## src/rtl/score_display.sv

```systemverilog
// Four-digit seven-segment score display: continuous shift-add-3 binary-to-BCD
// conversion feeding a time-multiplexed, registered digit scan.
module score_display #(
  parameter int unsigned REFRESH_BITS  = 18,
  parameter bit          BLANK_LEADING = 1'b1
) (
  input  logic        clk,
  input  logic        rst,
  input  logic [15:0] score,
  input  logic        blank,
  output logic [3:0]  an,
  output logic [6:0]  ssd,
  output logic        dp,
  output logic [15:0] bcd
);

  typedef enum logic [1:0] {IDLE, SHIFT, LOAD} state_t;

  state_t                  state, state_next;
  logic [13:0]             bin;
  logic [13:0]             sat;
  logic [15:0]             bcd_work, bcd_adj;
  logic [3:0]              count;
  logic [REFRESH_BITS-1:0] refresh;
  logic [1:0]              sel;
  logic [3:0]              digit;
  logic                    lead_zero, lit;
  logic [3:0]              an_next;
  logic [6:0]              ssd_next, seg;

  assign dp  = 1'b1;
  assign sat = (score > 16'd9999) ? 14'd9999 : score[13:0];
  assign sel = refresh[REFRESH_BITS-1 -: 2];

  always_comb begin
    state_next = state;
    case (state)
      IDLE:    state_next = SHIFT;
      SHIFT:   if (count == 4'd13) state_next = LOAD;
      LOAD:    state_next = IDLE;
      default: state_next = IDLE;
    endcase
  end

  // Per-nibble add-3 with no carry between nibbles.
  always_comb begin
    bcd_adj = bcd_work;
    for (int unsigned i = 0; i < 4; i++) begin
      if (bcd_work[4*i +: 4] >= 4'd5)
        bcd_adj[4*i +: 4] = bcd_work[4*i +: 4] + 4'd3;
    end
  end

  always_ff @(posedge clk) begin
    if (rst) begin
      state    <= IDLE;
      count    <= '0;
      bin      <= '0;
      bcd_work <= '0;
      bcd      <= '0;
    end else begin
      state <= state_next;
      case (state)
        IDLE: begin
          bin      <= sat;
          bcd_work <= '0;
          count    <= '0;
        end
        SHIFT: begin
          {bcd_work, bin} <= {bcd_adj, bin} << 1;
          count           <= count + 4'd1;
        end
        LOAD:    bcd <= bcd_work;
        default: ;
      endcase
    end
  end

  always_comb begin
    digit     = bcd[3:0];
    lead_zero = 1'b0;
    case (sel)
      2'd0: digit = bcd[3:0];
      2'd1: begin digit = bcd[7:4];   lead_zero = (bcd[15:4]  == 12'd0); end
      2'd2: begin digit = bcd[11:8];  lead_zero = (bcd[15:8]  == 8'd0);  end
      2'd3: begin digit = bcd[15:12]; lead_zero = (bcd[15:12] == 4'd0);  end
      default: ;
    endcase
  end

  always_comb begin
    seg = 7'b1111111;
    case (digit)
      4'd0: seg = 7'b1000000;
      4'd1: seg = 7'b1111001;
      4'd2: seg = 7'b0100100;
      4'd3: seg = 7'b0110000;
      4'd4: seg = 7'b0011001;
      4'd5: seg = 7'b0010010;
      4'd6: seg = 7'b0000010;
      4'd7: seg = 7'b1111000;
      4'd8: seg = 7'b0000000;
      4'd9: seg = 7'b0010000;
      default: seg = 7'b1111111;
    endcase
  end

  always_comb begin
    lit      = !blank && !(BLANK_LEADING && lead_zero);
    an_next  = lit ? ~(4'b0001 << sel) : 4'b1111;
    ssd_next = lit ? seg : 7'b1111111;
  end

  always_ff @(posedge clk) begin
    if (rst) begin
      refresh <= '0;
      an      <= '1;
      ssd     <= '1;
    end else begin
      refresh <= refresh + REFRESH_BITS'(1);
      an      <= an_next;
      ssd     <= ssd_next;
    end
  end

endmodule
```

## config.mk

```make
export PLATFORM = sky130hd
export DESIGN_NAME = score_display
export DESIGN_NICKNAME = d
export VERILOG_FILES = /design/src/rtl/score_display.sv
export SDC_FILE = /design/constraint.sdc
export NUM_CORES = 1
export LEC_CHECK = 0
export ABC_AREA = 1
export BUFFER_PORTS_ARGS = -buffer_cell sky130_fd_sc_hd__buf_2
export CORE_ASPECT_RATIO = 0.8
export CORE_MARGIN = 2
export CORE_UTILIZATION = 35
export DETAILED_ROUTE_END_ITERATION = 16
export SLEW_MARGIN = 20
export SYNTH_ARGS = -nofsm -noshare
export SYNTH_HDL_FRONTEND = slang
export SYNTH_SLANG_ARGS = --single-unit
```

## constraint.sdc

```tcl
create_clock -name clk -period 1.9 [get_ports clk]
set_input_delay 0.38 -clock clk [delete_from_list [all_inputs] [get_ports clk]]
set_output_delay 0.38 -clock clk [all_outputs]
set_load 0.01 [all_outputs]
```

==> impl_metrics.py <==
metrics = {
    "floorplanning": {
        "rows": 34,
        "die_area_um2": 12030,
        "fp.coreArea_um2": 10890,
        "die_w_um": 122.1,
        "die_h_um": 98.51,
        "io_pins": 47,
        "start_util": 0.3588,
    },
    "timing": {
        "setup-violations-final": 0,
        "worst_slew_pin_slew_ns": 0.5346,
        "slew_headroom": 0.6432,
        "hold_viol_final": 0,
        "rsz0062_at_grt": "false",
        "finClkSkew_ns": 0.004759,
        "fin_setup_tns_ns": 0,
        "fin_crit_ns": 1.687,
        "timing.final.crit_share": 0.8879,
        "finalMaxSlewViolations": 0,
        "maxClockFrequency_ghz": 0.5928,
        "fin_hold_ws_ns": 0.3233,
        "setup_ws_ns": 0.2130,
    },
    "routing": {
        "routedWlPerCell_um": 11.37,
        "num_vias": 3526,
        "drt_iter0_markers": 193,
        "first_pass_iters": 4,
        "finalWirelength_um": 8422,
        "vias_per_cell": 4.758,
        "ant_nets": 0,
        "post-route-drc-count": 0,
    },
    "synthesis": {
        "ys_ff_latch": 81,
        "yosysUniqueCellTypes": 37,
        "synthArstFlopShare": 0,
        "yosys_warnings": 0,
        "synthTopCellsByArea": "dfxtp_1, nand2_1, inv_1",
        "syn_inst": 550,
        "synth.top_cell.area_share": 0.4150,
        "syn_avg_cell_area_um2": 7.105,
        "synth-edff-count": 0,
        "seq_area_frac_synth": 0.4150,
        "synthFlopType": "dfxtp_1",
        "synth_top_area_cell": "dfxtp_1",
        "syn_area_um2": 3907,
        "syn-num-nets": 583,
    },
    "worst_hold_path": {
        "min_to": "bin[12]",
        "hold_start": "score[12]",
        "hold_path.class": "in2reg",
        "hold_path_depth": 3,
    },
    "flow_run": {
        "max_cap_viol_count": 0,
    },
    "worst_setup_path": {
        "required_ns": 2.12,
        "arrival_ns": 1.90,
        "cp_max_fo": 10,
        "cp-start-kind": "register",
        "worstReg2RegEnd": "ssd[3]",
        "reg2reg_depth": 9,
        "reg2reg_from": "refresh[17]",
        "r2r_setup_slack_ns": 0.21,
        "critical_path_class": "reg2reg",
        "crit_path_end_kind": "register",
    },
    "clock_tree": {
        "ctsHoldBuffers": 0,
        "cts_sinks": 81,
        "cts_setup_buffers": 0,
        "htree_levels": 3,
        "cts_tree": "built",
        "path_clk_slew_ns": 0.06,
        "clk_latency_ns": 0.33,
        "clk_path_buf_depth": 2,
        "cts_buffers": 9,
        "cts_resized": 0,
        "cts_root_buf": "clkbuf_16",
    },
    "grt": {
        "grt_pass1_wl_um": 14970,
        "overflow": 0,
        "antenna_found_initial": 0,
        "grt_max_degree": 28,
        "grt_pass1_vias": 3333,
        "grt_usage": 0.1529,
    },
    "placement": {
        "hpwl_um": 6334,
        "place.gp.congestion": 0.8794,
        "pre_cts_slack_ns": 0.2310,
        "dpl_cell_area_um2": 4265,
        "port_buffers": 45,
    },
    "power": {
        "p_per_area_nw_per_um2": 794.2,
        "peakVddDrop_mv": 0.5065,
        "totalPowerFinal_mw": 3.613,
        "leakage_nw": 1.891,
    },
    "layout": {
        "postLayoutCellArea_um2": 4549,
        "multi_input_area_um2": 1888,
        "syn_to_final_growth_pct": 16.43,
        "final_common_cell": "nand2_1",
        "n_fill_cell": 1167,
        "finish.net_count": 627,
        "final-seq-area_um2": 1622,
        "diodes": 0,
        "mostFrequentLayoutCells": "nand2_1, dfxtp_1, inv_1, nor2_1, a21oi_1",
        "drive_gt1_frac": 0.1407,
    },
    "status": {
        "status": "completed",
    },
}
per-stage QoR:
| step | cells | util |
|---|---|---|
| final | 741 | 0.4177 |
| after global routing | 741 | 0.4177 |
| after CTS | 741 | 0.4177 |
| after detailed placement | 727 | 0.3917 |
| after global placement | 727 | 0.3917 |
| after floorplan | 550 | - |
flip-flops by register name (all words and copies together), names as in the netlist:
signal and flops:
refresh 18, bcd 16, bcd_work 16, bin 14
ssd 7, an 4, count 4, state 2
logic make-up (layout without fill, tap and decap cells):
kind of cell / count (synthesis) / in the layout / share of synthesized area
and+or+nand+nor: 247 / 247 / 0.2719
buffers and inverters: 97 / 144 / 0.1018
AOI/OAI and AO/OA: 107 / 107 / 0.1588
DFF: 81 / 81 / 0.4150
adders and majority gates: 14 / 14 / 0.04483
xor gates and xnor gates: 3 / 3 / 0.006726
other: 1 / 1 / 0.0009597
synthesized netlist by cell type, drive strengths merged (2+ instances only):
master	n
or2	2
dfxtp	81
o22ai	10
a21oi	50
nor3	9
nand3	38
xor2	3
a31oi	3
clkbuf	8
ha	14
nand2	122
o21ai	24
nor2	66
a211oi	12
buf	11
nand4	7
inv	78
and3	2
o211ai	5
power by group:
group / switching (mW) / internal (mW) / total, mW
Sequential: 0.0170 / 1.74 / 1.75
Combinational: 0.120 / 0.0702 / 0.190
Clock: 0.638 / 1.03 / 1.67
final cells by class:
class	instances	share of cell area
repair buffers	52	0.06106
multi-input cells	372	0.4150
clock buffers	10	0.05253
well taps	144	0.03960
inverters	78	0.06546
clock inverters	4	0.009901
flip-flops and latches	81	0.3564
worst max path at each step:
stage | start | endpoint | slack (ns) | cells after the start
after global placement | refresh[16] | ssd[3] | 0.29 | 9
after global routing | refresh[17] | ssd[4] | 0.08 | 8
final | refresh[17] | ssd[3] | 0.21 | 9
after CTS | refresh[17] | ssd[3] | 0.22 | 9
after detailed placement | refresh[17] | ssd[3] | 0.23 | 9
after floorplan | refresh[17] | ssd[3] | 0.50 | 10
worst max-delay path: stages (launching register included):
cell     delay, ns
dfxtp_1       0.58
nor2_2        0.15
nand2_1       0.11
inv_1         0.05
nor2_2        0.20
ha_1          0.26
nand3_1       0.08
nand2_1       0.05
nand2_1       0.05
nand2_1       0.04
layer usage:
layer | GRT usage | vias to the layer above | part of all wire
met1 | 0.2036 | 1590 | 0.50
met5 | 0 | - | 0
met3 | 0.03472 | 6 | 0.044
met4 | 0.05393 | 0 | 0.0090
li1 | - | 1870 | -
met2 | 0.2437 | 60 | 0.45
Note: power is estimated with default switching activity, not from simulation.
